===== config.mk =====
export PLATFORM = sky130hd
export DESIGN_NAME = reg_file_rename
export DESIGN_NICKNAME = d
export VERILOG_FILES = /design/src/rtl/reg_file_rename.sv
export SDC_FILE = /design/constraint.sdc
export NUM_CORES = 2
export LEC_CHECK = 0
export CAP_MARGIN = 20
export CELL_PAD_IN_SITES_DETAIL_PLACEMENT = 2
export CELL_PAD_IN_SITES_GLOBAL_PLACEMENT = 2
export CORE_UTILIZATION = 42
export CTS_CLUSTER_DIAMETER = 40
export CTS_CLUSTER_SIZE = 30
export DETAILED_ROUTE_END_ITERATION = 7
export PLACE_DENSITY_LB_ADDON = 0.1
export SYNTH_ARGS = -nofsm -noshare
export SYNTH_HDL_FRONTEND = slang
export SYNTH_SLANG_ARGS = --single-unit

===== constraint.sdc =====
create_clock -name clk -period 7.4 [get_ports clk]
set_clock_uncertainty 0.1 [all_clocks]
set_input_delay 1.48 -clock clk [delete_from_list [all_inputs] [get_ports clk]]
set_output_delay 1.48 -clock clk [all_outputs]
set_load 0.05 [all_outputs]

===== src/rtl/reg_file_rename.sv =====
// Architectural register file with per-register rename tag for the OoO core.
// Issue marks a destination busy with its RoB tag; commit retires values and frees matching tags.
module reg_file_rename #(
  parameter int unsigned ROB_SIZE_WIDTH = 4
) (
  input  logic                      clk,
  input  logic                      rst,
  input  logic                      rdy,
  input  logic                      clear,
  input  logic [4:0]                issue_rd,
  input  logic [ROB_SIZE_WIDTH-1:0] issue_rob_id,
  input  logic [4:0]                commit_rd,
  input  logic [ROB_SIZE_WIDTH-1:0] commit_rob_id,
  input  logic [31:0]               commit_value,
  input  logic [4:0]                rs1,
  input  logic [4:0]                rs2,
  output logic [31:0]               val1,
  output logic [31:0]               val2,
  output logic                      dep1,
  output logic                      dep2,
  output logic [ROB_SIZE_WIDTH-1:0] tag1,
  output logic [ROB_SIZE_WIDTH-1:0] tag2,
  output logic [ROB_SIZE_WIDTH-1:0] get_rob_id1,
  output logic [ROB_SIZE_WIDTH-1:0] get_rob_id2,
  input  logic                      get_ready1,
  input  logic                      get_ready2,
  input  logic [31:0]               get_value1,
  input  logic [31:0]               get_value2
);

  localparam int unsigned XLEN = 32;
  localparam int unsigned NREG = 32;
  localparam int unsigned TW   = ROB_SIZE_WIDTH;

  typedef struct packed {
    logic [XLEN-1:0] val;
    logic            dep;
    logic [TW-1:0]   tag;
  } lookup_t;

  logic [XLEN-1:0] regs_q [NREG];
  logic [XLEN-1:0] regs_d [NREG];
  logic [NREG-1:0] busy_q, busy_d;
  logic [TW-1:0]   tag_q  [NREG];
  logic [TW-1:0]   tag_d  [NREG];

  logic            issue_en;
  logic            commit_en;
  lookup_t         lk1, lk2;

  assign issue_en  = rdy && !clear && (issue_rd != 5'd0);
  assign commit_en = rdy && (commit_rd != 5'd0);

  // Next-state: commit first, then clear or issue so issue wins on the same rd.
  always_comb begin
    regs_d = regs_q;
    busy_d = busy_q;
    tag_d  = tag_q;
    if (commit_en) begin
      regs_d[commit_rd] = commit_value;
      if (busy_q[commit_rd] && (tag_q[commit_rd] == commit_rob_id)) begin
        busy_d[commit_rd] = 1'b0;
      end
    end
    if (rdy && clear) begin
      busy_d = '0;
      for (int i = 0; i < NREG; i++) begin
        tag_d[i] = '0;
      end
    end else if (issue_en) begin
      busy_d[issue_rd] = 1'b1;
      tag_d[issue_rd]  = issue_rob_id;
    end
  end

  always_ff @(posedge clk) begin
    if (rst) begin
      busy_q <= '0;
      for (int i = 0; i < NREG; i++) begin
        regs_q[i] <= '0;
        tag_q[i]  <= '0;
      end
    end else begin
      busy_q <= busy_d;
      for (int i = 0; i < NREG; i++) begin
        regs_q[i] <= regs_d[i];
        tag_q[i]  <= tag_d[i];
      end
    end
  end

  // Operand resolution: regfile, then same-cycle commit, then RoB forward, else wait on tag.
  function automatic lookup_t lookup(
    input logic [4:0]      rs,
    input logic            busy,
    input logic [TW-1:0]   tag,
    input logic [XLEN-1:0] regv,
    input logic            fwd_ready,
    input logic [XLEN-1:0] fwd_value
  );
    lookup_t r;
    r = '0;
    if (rs == 5'd0) begin
      r.val = '0;
    end else if (!busy) begin
      r.val = regv;
    end else if (commit_en && (commit_rd == rs) && (commit_rob_id == tag)) begin
      r.val = commit_value;
    end else if (fwd_ready) begin
      r.val = fwd_value;
    end else begin
      r.dep = 1'b1;
      r.tag = tag;
    end
    return r;
  endfunction

  always_comb begin
    lk1 = lookup(rs1, busy_q[rs1], tag_q[rs1], regs_q[rs1], get_ready1, get_value1);
    lk2 = lookup(rs2, busy_q[rs2], tag_q[rs2], regs_q[rs2], get_ready2, get_value2);
  end

  assign val1        = lk1.val;
  assign dep1        = lk1.dep;
  assign tag1        = lk1.tag;
  assign val2        = lk2.val;
  assign dep2        = lk2.dep;
  assign tag2        = lk2.tag;
  assign get_rob_id1 = tag_q[rs1];
  assign get_rob_id2 = tag_q[rs2];

endmodule


**Word-level counts from Yosys, hierarchy flattened**

Cells that the tools add are included.

- Memories: 0
- Memory bits (writable): 0
- Output and inout bits: 82
- Word-level logic and storage cells: 158
- Bits in read-only memories: 0
- Latch bits: 0
- Flip-flop bits (word level): 1184
- Input bits: 130

- Multiply operators: 0
- Mux-type cells: 50
- Magnitude comparators: 12
- Shift-type cells: 0
- Div/mod/pow operators: 0
- Eq/ne operators: 5
- Reduce and logical (&&, ||, !) cells: 19
- Add/subtract/negate cells: 0
- Bitwise logic cells: 7

Operators by type and width:

| cell | number |
|---|---|
| bitwise mux 1024 bit | 1 |
| two-way mux 32 bit | 16 |
| binary-select mux 32 bit (select 5 bit) | 2 |
| demux 32 bit (select 5 bit) | 1 |
| bitwise mux 128 bit | 1 |
| binary-select mux 4 bit (select 5 bit) | 3 |
| two-way mux 5 bit | 8 |
| AND 32 bit | 1 |
| inverter 32 bit | 1 |
| bitwise OR 32 bit | 1 |
| two-way mux 4 bit | 7 |
| >= comparator 6 bit (second input constant) | 4 |
| less-than comparator 5 x 6 -> 1 bit (second input constant) | 4 |
| inverter 5 -> 6 bit | 4 |
| demux 4 bit (select 5 bit) | 1 |
| binary-select mux 1 bit (select 5 bit) | 3 |
| logical AND 1 bit | 13 |
| equality test 4 bit | 3 |
| less-than comparator 6 x 1 -> 1 bit (second input constant) | 2 |
| demux 1 bit (select 5 bit) | 2 |
| equality test 5 bit | 2 |
| >= comparator 5 x 1 -> 1 bit (second input constant) | 2 |
| zero test 5 bit | 2 |
| nonzero test 5 bit | 2 |
| other kinds (3) | 7 |

**Longest topological paths before layout**

- Word-level depth: 10
- Gate-level depth with buffers: 12
- Gate-level depth less buffers: 7

**Worst setup path before layout**

OpenSTA, ideal clock, no wires.

- Path type: input -> output
- Start: input port rs1[0]
- End: output port tag1[2]
- Setup slack: 0.852 ns
- Buffers on the path: 3
- Cell stages on the path: 7
- Arrival: 4.968 ns
- Data required time: 5.820 ns
- Path through: buf_6 > buf_6 > buf_6 > mux2_2 > a22o_1 > o31ai_1 > nor3b_1

- Cells in the longest elaborated chain, start to end: 9
- Elaborated cells on any way between the ends: 15
- Classes of those cells: 2 x eq/ne; 9 x mux; 1 x bitwise; 3 x reduce/logical

RTL lines:

| item | RTL line | RTL |
|---|---|---|
| start: declaration | 15 | `input logic [4:0] rs1,` |
| inverter 5 -> 6 bit * | n/a |  |
| binary-select mux 4 bit (select 5 bit) * | n/a |  |
| two-way mux 4 bit * (2 in series) | n/a |  |
| via get_rob_id1[2] | 23 | `output logic [ROB_SIZE_WIDTH-1:0] get_rob_id1,` |
| equality test 4 bit | 107 | `end else if (commit_en && (commit_rd == rs) && (commit_rob_id == tag)) begin` |
| logical AND 1 bit | 107 |  |
| two-way mux 5 bit * | 107 |  |
| two-way mux 5 bit * | 105 | `end else if (!busy) begin` |
| two-way mux 5 bit * | 103 | `if (rs == 5'd0) begin` |
| end: declaration | 21 | `output logic [ROB_SIZE_WIDTH-1:0] tag1,` |

The timed path passes the listed nets; every way through them passes the cells marked *. The select of a mux whose other input is x is not followed.

**Worst setup path after layout**

- Start: input port rs2[1]
- End: output port val2[25]

- Cells in the longest elaborated chain, start to end: 9
- Elaborated cells on any way between the ends: 17
- Classes of those cells: 2 x eq/ne; 11 x mux; 1 x bitwise; 3 x reduce/logical

RTL lines:

| item | RTL line | RTL |
|---|---|---|
| start: declaration | 16 | `input logic [4:0] rs2,` |
| inverter 5 -> 6 bit (not written as such) | 120 | `lk2 = lookup(rs2, busy_q[rs2], tag_q[rs2], regs_q[rs2], get_ready2, get_value2);` |
| binary-select mux 4 bit (select 5 bit) | 120 |  |
| two-way mux 4 bit (not written as such) (2 in series) | 120 |  |
| equality test 4 bit | 107 |  |
| logical AND 1 bit | 107 |  |
| two-way mux 32 bit | 107 |  |
| two-way mux 32 bit | 105 |  |
| two-way mux 32 bit * | 103 |  |
| end: declaration | 18 | `output logic [31:0] val2,` |

Mark *: on every way between the ends. The rest lies on a longest branch, timed or not. The select of a mux whose other input is x is not followed.

==> summary.log <==
qor: timing.period_needed 7490 ps
qor: yosys.count_of_unique_library_cells_instantiated_by_yosys 79
qor: yosys.post_synth_inst_count 7211
qor: floorplanning.fp.dieArea 153000 um2
qor: timing.setup_ws -85.4 ps
qor: setup_path.timing.setup.critical_path_class input pin to output pin
qor: finish.finalNonFillerCells 9351
qor: yosys.ys_ff_latch 1184
qor: setup_path.critPathSlowestCell sky130_fd_sc_hd__a311oi_1
qor: worst_hold_path.hold_path_class flip-flop to flip-flop
qor: worst_hold_path.timing.hold.worst.start regs_q[798]
qor: setup_path.arrival 5910 ps
qor: global_route.grt.overflow.total 0
qor: floorplanning.core_area 150000 um2
qor: clock_tree.clock_insertion_delay_at_the_later_pin_of_the_skew_report 880 ps
qor: pwr.max-vdd-ir-drop 0.238 mV
qor: clock_tree.cts_root_buffer sky130_fd_sc_hd__clkbuf_16
qor: outcome.result_of_the_run complete, but fails checks
qor: setup_path.reg2reg_from tag_q[82]
qor: clock_tree.cts.sink_count 1184
qor: floorplanning.die_w 392 um
qor: placement.port_buffers 211
qor: yosys.ys_seq_area_share 37.2%
qor: yosys.yosys_warnings 0
qor: floorplanning.fp-row-count 142
qor: worst_hold_path.hold_end regs_q[798]
qor: route.viasPerCell 7.02
qor: timing.finalMaxSlewViolations 0
qor: pwr.power_frac_seq 33.8%
qor: clock_tree.clockBufferDepth 3
qor: clock_tree.cts_hold_buffers 0
qor: global_route.grt_util_all_layers 45.9%
qor: pwr.comb_power_share 10.3%
qor: route.drtPass1Iterations 6
qor: setup_path.critical_path.max_stage_delay 800 ps
qor: timing.finalSetupViolCount 1
qor: worst_hold_path.min_path_cells 2
qor: setup_path.crit_path_start rs2[1]
qor: clock_tree.cts_tree done
qor: placement.place.detailed.instances 8934
qor: floorplanning.initial_core_util 42.4%
qor: finish.syn_to_final_growth 19.7%
qor: yosys.synth_edf_count 0
qor: global_route.grt_pass1_vias 69600
qor: route.detail_route.wirelength 358 mm
qor: setup_path.cp_most_frequent_cell sky130_fd_sc_hd__buf_4
qor: global_route.grt_antenna_before_repair 24
qor: clock_tree.htreeDepth 4
qor: setup_path.reg2regPathDepth 8
qor: setup_path.crit_chain buf_8, mux4_2, mux2i_1, buf_4, inv_1, o211ai_1, o211a_2, buf_4, nand3_1, a311oi_1, buf_4, buf_12
qor: outcome.failed_checks setup timing
qor: timing.tightest_slew 1300 ps
qor: timing.fmaxAchievable 134 MHz
qor: timing.slew_headroom 13.3%
qor: route.drt_iter0_drc 8439
qor: placement.place_hpwl 207 mm
qor: finish.final_net_count 7264
qor: placement.gpl.final_weighted_congestion 0.932
qor: timing.final_hold_viol_count 0
qor: setup_path.crit_required 5820 ps
qor: pwr.proportion_of_power_drawn_by_the_clock_network 55.9%
qor: floorplanning.fp.dieH 392 um
qor: timing.grt_setup_unrepaired false
qor: clock_tree.clkTransAtPathRegs 60 ps
qor: timing.post-route-period-util 101%
qor: clock_tree.post_cts_resize_count 0
qor: yosys.synthesis.nets 7341
qor: clock_tree.post_cts.repair.setup_buffers 0
qor: pwr.total_power 19.1 mW
qor: route.remaining_drcs 0
qor: yosys.async_reset_ff_share 0%
qor: clock_tree.clock_buffer_count_from_cts 210
qor: pwr.power.internal 13.7 mW
qor: global_route.grt_max_degree 188
qor: route.detail-route-antenna-nets 0
qor: route.avgRoutedWirePerCell 38.2 um
qor: flow_run.drv_cap 0
qor: floorplanning.ioPinCount 212
qor: finish.drive_above_1_share 20.0%
qor: pwr.p_sw_share 28.4%
qor: pwr.power.net_switching 5.42 mW
qor: setup_path.timing.rr.end busy_q[24]
qor: yosys.synthesized_cell_area 63700 um2
qor: global_route.wire_length_of_the_first_global_routing_pass 505 mm
qor: pwr.power-per-cell-area 250 nW/um2
qor: setup_path.critPathLaunchType input pin
qor: pwr.p_leak 25.3 nW
qor: setup_path.cp_max_fo 50
qor: yosys.syn_avg_cell_area 8.84 um2
qor: yosys.synth-main-ff-cell sky130_fd_sc_hd__dfxtp_1
qor: setup_path.setup.reg_to_reg.worst_slack 4170 ps
qor: setup_path.end_kind output pin
qor: route.detailroute.via_count 65700
## synthesized netlist by cell type, drive strengths merged, types with 5 or more instances
cell | count | area (um2)
nor2b | 40 | 250
nand2b | 10 | 62.6
nand3 | 15 | 75.1
nor2 | 250 | 938
buf | 160 | 915
or3 | 37 | 231
xor2 | 5 | 43.8
nor4 | 39 | 250
mux2 | 27 | 304
a22o | 8 | 70.1
and2 | 10 | 62.6
a21oi | 1116 | 5590
nor3 | 42 | 215
nand4 | 6 | 37.5
o211ai | 35 | 277
nand3b | 10 | 75.1
nand2 | 2266 | 8510
a211oi | 6 | 50.1
a31oi | 79 | 494
inv | 56 | 210
and3 | 7 | 43.8
dfxtp | 1184 | 23700
mux4 | 623 | 14000
a41oi | 15 | 131
or3b | 5 | 43.8
nor3b | 9 | 67.6
a221oi | 61 | 534
a22oi | 22 | 170
o31ai | 29 | 218
o21ai | 125 | 626
o22ai | 10 | 68.8
mux2i | 264 | 2640
and3b | 5 | 43.8
or2 | 11 | 68.8
clkbuf | 573 | 2150
xnor2 | 11 | 96.3
## critical path: cells and delay by family
kind | cells | cell delay [ps]
buffers and inverters | 6 | 1440
AND/OR/NAND/NOR | 1 | 130
AO/OA/AOI/OAI | 3 | 1840
multiplexers | 2 | 930
## power by group through the flow
stage          combinational (mW)  sequential, mW  clock [mW]
2_1_floorplan                1.03            6.58           0
3_3_place_gp                 1.85            6.58           0
6_report                     1.96            6.46        10.7
5_1_grt                      1.98            6.46        11.0
4_1_cts                      1.89            6.46        10.7
3_5_place_dp                 1.87            6.59           0
## sequential cells by signal, indices dropped and copies added (netlist names)
name,flops
regs_q,1024
tag_q,128
busy_q,32
## worst max path at each step
stage,to,cells after the start
2_1_floorplan,tag1[2],7
3_3_place_gp,val2[25],11
3_5_place_dp,val2[25],11
4_1_cts,val2[25],11
5_1_grt,val2[25],11
6_report,val2[25],12
## cell type report
cell class / count / area [um2]
antenna: 14 / 35.0
sequential: 1184 / 23700
clock buffer: 243 / 5670
clock inverter: 156 / 2040
multi-input combinational: 5237 / 37200
timing repair buffer: 444 / 4920
tap: 2016 / 2520
fill: 15500 / 73900
inverter: 57 / 221
## cells by family (layout without fill, tap and decap cells)
logic type,after synthesis,count (layout),share of synthesized area (%)
buffers and inverters,790,900,5.15
XOR/XNOR,16,16,0.220
AND/OR/NAND/NOR,2768,2768,17.3
AO/OA/AOI/OAI,1539,1539,13.5
flip-flops,1184,1184,37.2
multiplexers,914,914,26.6
other,0,14,0
## stage by stage
| stage | util (%) | TNS (ps) | instance area (um2) | hold slack (ps) | setup slack (ps) |
|---|---|---|---|---|---|
| 2_1_floorplan | - | 0 | 63700 | 343 | 852 |
| 3_3_place_gp | 45.5 | 0 | 68300 | 348 | 337 |
| 3_5_place_dp | 45.6 | 0 | 68400 | 362 | 212 |
| 4_1_cts | 50.7 | 0 | 76200 | 370 | 147 |
| 5_1_grt | 50.8 | 0 | 76200 | 381 | 2.89 |
| 6_report | 50.8 | -85.4 | 76300 | 369 | -85.4 |
## routing by layer
layer	track usage, %	vias up	share of wire [%]
met1	55.8	33800	36
met3	13.7	1635	12
met5	0	-	0.048
li1	-	25400	-
met2	68.3	4794	43
met4	35.0	18	8.5
## layout by cell type, fill, tap and decap left out, drive strengths merged, types with 11 or more instances in the layout
| cell | n |
|---|---|
| a21oi | 1116 |
| a221oi | 61 |
| a22oi | 22 |
| a31oi | 79 |
| a41oi | 15 |
| buf | 323 |
| bufinv | 30 |
| clkbuf | 243 |
| clkdlybuf4s50 | 121 |
| clkinv | 56 |
| clkinvlp | 31 |
| dfxtp | 1184 |
| diode | 14 |
| inv | 96 |
| mux2 | 27 |
| mux2i | 264 |
| mux4 | 623 |
| nand2 | 2266 |
| nand3 | 15 |
| nor2 | 250 |
| nor2b | 40 |
| nor3 | 42 |
| nor4 | 39 |
| o211ai | 35 |
| o21ai | 125 |
| o31ai | 29 |
| or2 | 11 |
| or3 | 37 |
| xnor2 | 11 |
(Power assumes the default switching activity.)
